<file path="src/rtl/msrv32_agu_pipe_if.sv">
// Request/response bundle between the operand-fetch stage, the address
// generation unit and its consumer (branch unit / LSU).
//   Request side : in_valid_in, in_ready_out, mode_in, size_in, pc_in, rs1_in, imm_in
//   Response side: out_valid_out, out_ready_in, iadder_out, misalign_out, carry_out
// The master modport is the environment (producer and consumer), and the
// slave modport is the AGU itself.
interface msrv32_agu_pipe_if #(
    parameter int XLEN = 32
);
    logic            in_valid_in;
    logic            in_ready_out;
    logic [1:0]      mode_in;
    logic [1:0]      size_in;
    logic [XLEN-1:0] pc_in;
    logic [XLEN-1:0] rs1_in;
    logic [XLEN-1:0] imm_in;
    logic            out_valid_out;
    logic            out_ready_in;
    logic [XLEN-1:0] iadder_out;
    logic            misalign_out;
    logic            carry_out;

    modport master (
        output in_valid_in, mode_in, size_in, pc_in, rs1_in, imm_in, out_ready_in,
        input  in_ready_out, out_valid_out, iadder_out, misalign_out, carry_out
    );

    modport slave (
        input  in_valid_in, mode_in, size_in, pc_in, rs1_in, imm_in, out_ready_in,
        output in_ready_out, out_valid_out, iadder_out, misalign_out, carry_out
    );
endinterface

</file>
<file path="src/rtl/msrv32_agu_pipe.sv">
// Registered address-generation unit with a 2-entry valid/ready skid queue.
// It computes PC+imm, RS1+imm, (RS1+imm)&~1 (JALR) or PC+4. It flags a
// misaligned result for the requested access size and returns the unsigned
// carry of the add.
// Ports:
//   ms_riscv32_mp_clk_in : clock, rising edge
//   ms_riscv32_mp_rst_in : asynchronous active-low reset
//   flush_in             : synchronous flush, empties the queue
//   agu                  : request/response bundle (slave side)
module msrv32_agu_pipe #(
    parameter int XLEN      = 32,
    parameter bit ALIGN_CHK = 1'b1
) (
    input logic              ms_riscv32_mp_clk_in,
    input logic              ms_riscv32_mp_rst_in,
    input logic              flush_in,
    msrv32_agu_pipe_if.slave agu
);

    typedef enum logic [1:0] {
        S_EMPTY = 2'd0,
        S_ONE   = 2'd1,
        S_FULL  = 2'd2
    } state_e;

    localparam logic [XLEN-1:0] PC_STEP = {{(XLEN-3){1'b0}}, 3'b100};

    state_e          state_q, state_d;
    logic [XLEN-1:0] head_addr_q, head_addr_d;
    logic            head_mis_q, head_mis_d;
    logic            head_carry_q, head_carry_d;
    logic [XLEN-1:0] tail_addr_q, tail_addr_d;
    logic            tail_mis_q, tail_mis_d;
    logic            tail_carry_q, tail_carry_d;

    logic [XLEN-1:0] base_s;
    logic [XLEN-1:0] opnd_s;
    logic [XLEN:0]   sum_s;
    logic [XLEN-1:0] new_addr_s;
    logic            new_mis_s;
    logic            new_carry_s;
    logic            accept_s;
    logic            pop_s;

    // The misalignment check uses the low address bits for the access size.
    // A dword access on a 32-bit core is checked as a word access.
    function automatic logic misalign_f(input logic [XLEN-1:0] addr, input logic [1:0] size);
        logic mis;
        case (size)
            2'b00:   mis = 1'b0;
            2'b01:   mis = addr[0];
            2'b10:   mis = |addr[1:0];
            2'b11:   mis = (XLEN == 64) ? (|addr[2:0]) : (|addr[1:0]);
            default: mis = 1'b0;
        endcase
        return mis;
    endfunction

    // Operand selection, add, JALR LSB clear and misalign flag for the incoming request
    always_comb begin
        base_s = agu.pc_in;
        opnd_s = agu.imm_in;
        case (agu.mode_in)
            2'b00:   begin base_s = agu.pc_in;  opnd_s = agu.imm_in; end
            2'b01:   begin base_s = agu.rs1_in; opnd_s = agu.imm_in; end
            2'b10:   begin base_s = agu.rs1_in; opnd_s = agu.imm_in; end
            2'b11:   begin base_s = agu.pc_in;  opnd_s = PC_STEP;    end
            default: begin base_s = agu.pc_in;  opnd_s = agu.imm_in; end
        endcase
        sum_s       = {1'b0, base_s} + {1'b0, opnd_s};
        new_addr_s  = sum_s[XLEN-1:0];
        // JALR clears bit 0 of the address only. The carry still comes from the raw sum.
        if (agu.mode_in == 2'b10) begin
            new_addr_s[0] = 1'b0;
        end else begin
            new_addr_s[0] = sum_s[0];
        end
        new_carry_s = sum_s[XLEN];
        if (ALIGN_CHK) begin
            new_mis_s = misalign_f(new_addr_s, agu.size_in);
        end else begin
            new_mis_s = 1'b0;
        end
    end

    assign agu.in_ready_out  = (state_q != S_FULL);
    assign agu.out_valid_out = (state_q != S_EMPTY);
    assign agu.iadder_out    = head_addr_q;
    assign agu.misalign_out  = head_mis_q;
    assign agu.carry_out     = head_carry_q;

    assign accept_s = agu.in_valid_in & agu.in_ready_out;
    assign pop_s    = agu.out_valid_out & agu.out_ready_in;

    // Queue occupancy FSM and entry movement. A flush overrides accept and pop.
    always_comb begin
        state_d      = state_q;
        head_addr_d  = head_addr_q;
        head_mis_d   = head_mis_q;
        head_carry_d = head_carry_q;
        tail_addr_d  = tail_addr_q;
        tail_mis_d   = tail_mis_q;
        tail_carry_d = tail_carry_q;
        if (flush_in) begin
            state_d = S_EMPTY;
        end else begin
            case (state_q)
                S_EMPTY: begin
                    if (accept_s) begin
                        head_addr_d  = new_addr_s;
                        head_mis_d   = new_mis_s;
                        head_carry_d = new_carry_s;
                        state_d      = S_ONE;
                    end else begin
                        state_d = S_EMPTY;
                    end
                end
                S_ONE: begin
                    if (accept_s && pop_s) begin
                        head_addr_d  = new_addr_s;
                        head_mis_d   = new_mis_s;
                        head_carry_d = new_carry_s;
                        state_d      = S_ONE;
                    end else if (accept_s) begin
                        tail_addr_d  = new_addr_s;
                        tail_mis_d   = new_mis_s;
                        tail_carry_d = new_carry_s;
                        state_d      = S_FULL;
                    end else if (pop_s) begin
                        state_d = S_EMPTY;
                    end else begin
                        state_d = S_ONE;
                    end
                end
                S_FULL: begin
                    if (pop_s) begin
                        head_addr_d  = tail_addr_q;
                        head_mis_d   = tail_mis_q;
                        head_carry_d = tail_carry_q;
                        state_d      = S_ONE;
                    end else begin
                        state_d = S_FULL;
                    end
                end
                default: state_d = S_EMPTY;
            endcase
        end
    end

    // State and entry registers
    always_ff @(posedge ms_riscv32_mp_clk_in or negedge ms_riscv32_mp_rst_in) begin
        if (!ms_riscv32_mp_rst_in) begin
            state_q      <= S_EMPTY;
            head_addr_q  <= {XLEN{1'b0}};
            head_mis_q   <= 1'b0;
            head_carry_q <= 1'b0;
            tail_addr_q  <= {XLEN{1'b0}};
            tail_mis_q   <= 1'b0;
            tail_carry_q <= 1'b0;
        end else begin
            state_q      <= state_d;
            head_addr_q  <= head_addr_d;
            head_mis_q   <= head_mis_d;
            head_carry_q <= head_carry_d;
            tail_addr_q  <= tail_addr_d;
            tail_mis_q   <= tail_mis_d;
            tail_carry_q <= tail_carry_d;
        end
    end

endmodule

</file>
<file path="src/flat_wrapper.sv">
// flat-port wrapper written by rule: the top's interface ports become plain ports
module msrv32_agu_pipe_flat 
#(
    parameter int XLEN      = 32,
    parameter bit ALIGN_CHK = 1'b1
)
  (ms_riscv32_mp_clk_in, ms_riscv32_mp_rst_in, flush_in, agu_in_valid_in, agu_mode_in, agu_size_in, agu_pc_in, agu_rs1_in, agu_imm_in, agu_out_ready_in, agu_in_ready_out, agu_out_valid_out, agu_iadder_out, agu_misalign_out, agu_carry_out);
  msrv32_agu_pipe_if #(.XLEN(XLEN)) agu_i ();
  input logic ms_riscv32_mp_clk_in;
  input logic ms_riscv32_mp_rst_in;
  input logic flush_in;
  input wire logic [$bits(agu_i.in_valid_in)-1:0] agu_in_valid_in;
  input wire logic [$bits(agu_i.mode_in)-1:0] agu_mode_in;
  input wire logic [$bits(agu_i.size_in)-1:0] agu_size_in;
  input wire logic [$bits(agu_i.pc_in)-1:0] agu_pc_in;
  input wire logic [$bits(agu_i.rs1_in)-1:0] agu_rs1_in;
  input wire logic [$bits(agu_i.imm_in)-1:0] agu_imm_in;
  input wire logic [$bits(agu_i.out_ready_in)-1:0] agu_out_ready_in;
  output wire logic [$bits(agu_i.in_ready_out)-1:0] agu_in_ready_out;
  output wire logic [$bits(agu_i.out_valid_out)-1:0] agu_out_valid_out;
  output wire logic [$bits(agu_i.iadder_out)-1:0] agu_iadder_out;
  output wire logic [$bits(agu_i.misalign_out)-1:0] agu_misalign_out;
  output wire logic [$bits(agu_i.carry_out)-1:0] agu_carry_out;
  assign agu_i.in_valid_in = agu_in_valid_in;
  assign agu_i.mode_in = agu_mode_in;
  assign agu_i.size_in = agu_size_in;
  assign agu_i.pc_in = agu_pc_in;
  assign agu_i.rs1_in = agu_rs1_in;
  assign agu_i.imm_in = agu_imm_in;
  assign agu_i.out_ready_in = agu_out_ready_in;
  assign agu_in_ready_out = agu_i.in_ready_out;
  assign agu_out_valid_out = agu_i.out_valid_out;
  assign agu_iadder_out = agu_i.iadder_out;
  assign agu_misalign_out = agu_i.misalign_out;
  assign agu_carry_out = agu_i.carry_out;
  msrv32_agu_pipe #(.XLEN(XLEN), .ALIGN_CHK(ALIGN_CHK)) u_core (.ms_riscv32_mp_clk_in(ms_riscv32_mp_clk_in), .ms_riscv32_mp_rst_in(ms_riscv32_mp_rst_in), .flush_in(flush_in), .agu(agu_i));
endmodule
</file>
<file path="config.mk">
export PLATFORM = sky130hd
export DESIGN_NAME = msrv32_agu_pipe_flat
export DESIGN_NICKNAME = d
export VERILOG_FILES = /design/src/rtl/msrv32_agu_pipe_if.sv /design/src/rtl/msrv32_agu_pipe.sv /design/src/flat_wrapper.sv
export SDC_FILE = /design/constraint.sdc
export NUM_CORES = 1
export LEC_CHECK = 0
export ABC_AREA = 0
export CORE_MARGIN = 2
export CORE_UTILIZATION = 30
export DETAILED_ROUTE_END_ITERATION = 7
export PLACE_DENSITY_LB_ADDON = 0.1
export SYNTH_ARGS = -nofsm -noshare
export SYNTH_HDL_FRONTEND = slang
export SYNTH_SLANG_ARGS = --single-unit
</file>
<file path="constraint.sdc">
create_clock -name ms_riscv32_mp_clk_in -period 2.55 [get_ports ms_riscv32_mp_clk_in]
set_input_delay 0.255 -clock ms_riscv32_mp_clk_in [delete_from_list [all_inputs] [get_ports ms_riscv32_mp_clk_in]]
set_output_delay 0.255 -clock ms_riscv32_mp_clk_in [all_outputs]
set_load 0.005 [all_outputs]
</file>
==> impl_metrics.json <==
{
  "status": "complete, but fails checks",
  "violations": "setup timing",
  "synth_edf_count": 0,
  "leakagePower_nw": 4.11,
  "vias_per_cell": 4.95,
  "fin_cells": 1138,
  "antenna_left": 0,
  "synthArstFlopShare_pct": 100,
  "die_y_um": 139,
  "wire_per_inst_um": 16.0,
  "drt_iter0_markers": 239,
  "yosysSeqAreaShare_pct": 31.9,
  "synthTopCellsByCount": "83 x nand2_1, 70 x dfrtp_1, 58 x a21oi_1",
  "setup_viol": 47,
  "ios": 141,
  "cts_tree": "yes",
  "dr.pass1.iters": 4,
  "postLayoutSetupSlackWorst_ns": -0.414,
  "cts.clk_slew.worst_paths_ns": 0.06,
  "synth_area_sq_mm": 0.00549,
  "synthesis.nets": 791,
  "fin_crit_sh_pct": 116,
  "fin_util_pct": 53.9,
  "syn_inst": 649,
  "ys.flop_type": "dfrtp_1",
  "die_w_um": 139,
  "worst_slew_pin_slew_ns": 0.643,
  "synth_warnings": 0,
  "initial_core_util_pct": 30.5,
  "fillers": 1615,
  "gp_congestion": 0.842,
  "yosys.area.top_type": "dfrtp_1",
  "worstPathMaxFanout": 3,
  "max_freq_mhz": 337,
  "post-synth-top-count-cell": "nand2_1",
  "dieArea_sq_mm": 0.0194,
  "ir_worst_vdd_uv": 561,
  "cp-start-kind": "primary input",
  "cp.required_ns": 2.76,
  "root_buffer": "clkbuf_16",
  "worst_hold_slack_ns": 0.431,
  "grt_usage_pct": 18.4,
  "clock_sinks": 70,
  "grt_max_degree": 71,
  "critPathArrivalTime_ns": 3.18,
  "drive_above_1_share_pct": 38.2,
  "grt-ovfl-total": 0,
  "hold_violations": 0,
  "antenna_found_initial": 0,
  "syn_avg_cell_area_sq_um": 8.46,
  "cts_buffers": 9,
  "end_kind": "flip-flop",
  "dp.cells": 1090,
  "htreeDepth": 3,
  "rsz0062_at_grt": "yes",
  "wl_um": 18200,
  "synthToLayoutAreaGrowth_pct": 76.6,
  "hpwlAfterDp_um": 13400,
  "yosysTopAreaCellShare_pct": 31.9,
  "std_cell_rows": 49,
  "via_count": 5634,
  "clk_path_buf_depth": 2,
  "diodes": 0,
  "min_path_type": "primary input to async pin",
  "finalMaxSlewViolations": 0,
  "grt_pass1_vias": 5672,
  "drc": 0,
  "clk_latency_ns": 0.34,
  "core-area_sq_mm": 0.0180,
  "fin_setup_tns_ns": -12.07,
  "power_density_mw_per_mm2": 671,
  "finalClockSkew_ns": 0.0107,
  "period_needed_ns": 2.96,
  "nets": 1046,
  "maxCapViolations": 0,
  "portBuffers": 140,
  "ys_types": 50,
  "synth_area_leaders": "dfrtp_1 32%, mux2_2 9.6%, ha_1 8.2%",
  "grt_pass1_wl_um": 29200,
  "synth-seq-cells": 70,
  "power_w": 0.00650,
  "crit_type": "primary input to flip-flop",
  "max_slew_margin_pct": 57.2
}
## logic make-up (layout without fill, tap and decap cells)
kind of cell	after synthesis	in the layout	share of synthesized area (%)
and+or+nand+nor	220	220	19.2
AOI/OAI and AO/OA	184	184	21.1
DFF	70	70	31.9
buffers and inverters	58	318	4.22
muxes	51	51	10.4
adders and majority gates	37	37	8.57
xor gates and xnor gates	29	29	4.63
## cells in the final DEF, fill, tap and decap left out, drive strengths merged, types with 8 or more instances in the layout
master / netlist / final
buf: 15 / 149
clkdlybuf4s50: 0 / 137
nand2: 83 / 83
dfrtp: 70 / 70
a21oi: 58 / 58
o21ai: 51 / 51
mux2: 47 / 47
nor2: 38 / 38
nor2b: 38 / 38
ha: 36 / 36
a31oi: 19 / 19
xnor2: 18 / 18
nand3: 16 / 16
inv: 14 / 14
and3: 13 / 13
a21o: 11 / 11
xor2: 11 / 11
nand4: 10 / 10
clkbuf: 29 / 9
nor3: 9 / 9
o21a: 8 / 8
a211oi: 8 / 8
## report_power, final
group	internal (W)	leakage (nW)	switching, W	total, W
Combinational	0.00189	3.12	0.00143	0.00332
Clock	0.000857	0.144	0.000508	0.00137
Sequential	0.00155	0.846	0.000259	0.00181
Total	0.00430	4.11	0.00219	0.00650
## routing by layer
metal	vias up	track usage (%)	wire length (um)
met4	0	4.25	222
li1	2822	-	-
met5	-	0	0
met1	2672	27.4	9160
met2	123	28.3	8180
met3	17	2.58	662
## critical path, stage by stage
cell and delay [ns]:
buf_8 0.09, inv_8 0.03, ha_4 0.26, buf_12 0.12
mux2_4 0.31, ha_4 0.18, fa_2 0.35, a211oi_2 0.25
o21a_1 0.19, a21boi_2 0.09, a211oi_4 0.32, buf_4 0.17
o21a_1 0.18, o21ai_4 0.08, mux2i_2 0.20, nand3_1 0.10
## state kept, by name (all words and copies together) (netlist names)
register / flops
u_core.agu.misalign_out: 1
u_core.agu.carry_out: 1
u_core.tail_carry_q: 1
u_core.state_q: 2
u_core.tail_addr_q: 32
u_core.agu.iadder_out: 32
u_core.tail_mis_q: 1
## area by class of cell
cell class                      instances  area (sq um)  area share (%)
Clock buffer                            9           225            2.32
Clock inverter                          7          98.8            1.02
Inverter                               14          60.1           0.620
Multi-Input combinational cell        521          4570            47.2
Sequential cell                        70          1750            18.1
Tap cell                              229           287            2.96
Timing Repair Buffer                  288          2690            27.8
## worst paths after layout
kind	startpoint	endpoint	slack, ns	depth (start not counted)
worst max-delay path	agu_mode_in[0]	u_core.agu.iadder_out[28]	-0.41	16
worst min-delay path	ms_riscv32_mp_rst_in	u_core.tail_addr_q[29]	0.43	3
worst max register to register	u_core.state_q[0]	u_core.agu.iadder_out[28]	0.24	11
worst min register to register	u_core.tail_addr_q[19]	u_core.tail_addr_q[19]	0.47	2
max in group asynchronous	ms_riscv32_mp_rst_in	u_core.tail_addr_q[6]	1.77	3
min in group ms_riscv32_mp_clk_in	u_core.tail_addr_q[19]	u_core.tail_addr_q[19]	0.47	2
## through the flow
stage	setup slack, ns	cell area, sq um
after floorplan	-0.448	5890
after global placement	-1.26	8250
after detailed placement	-1.31	8250
after CTS	-0.440	9210
after global routing	-0.517	9690
final	-0.414	9690
## timing repair
item | in CTS | in global routing
buffers inserted | 20 | 15
endpoints found under the hold margin | 70 | 0
gates cloned | 2 | 0
setup endpoints to repair | 60 | 51
hold buffers | 1 | 0
gates resized for setup | 90 | 87
pin swaps | 49 | 46
(Power assumes the default switching activity.)
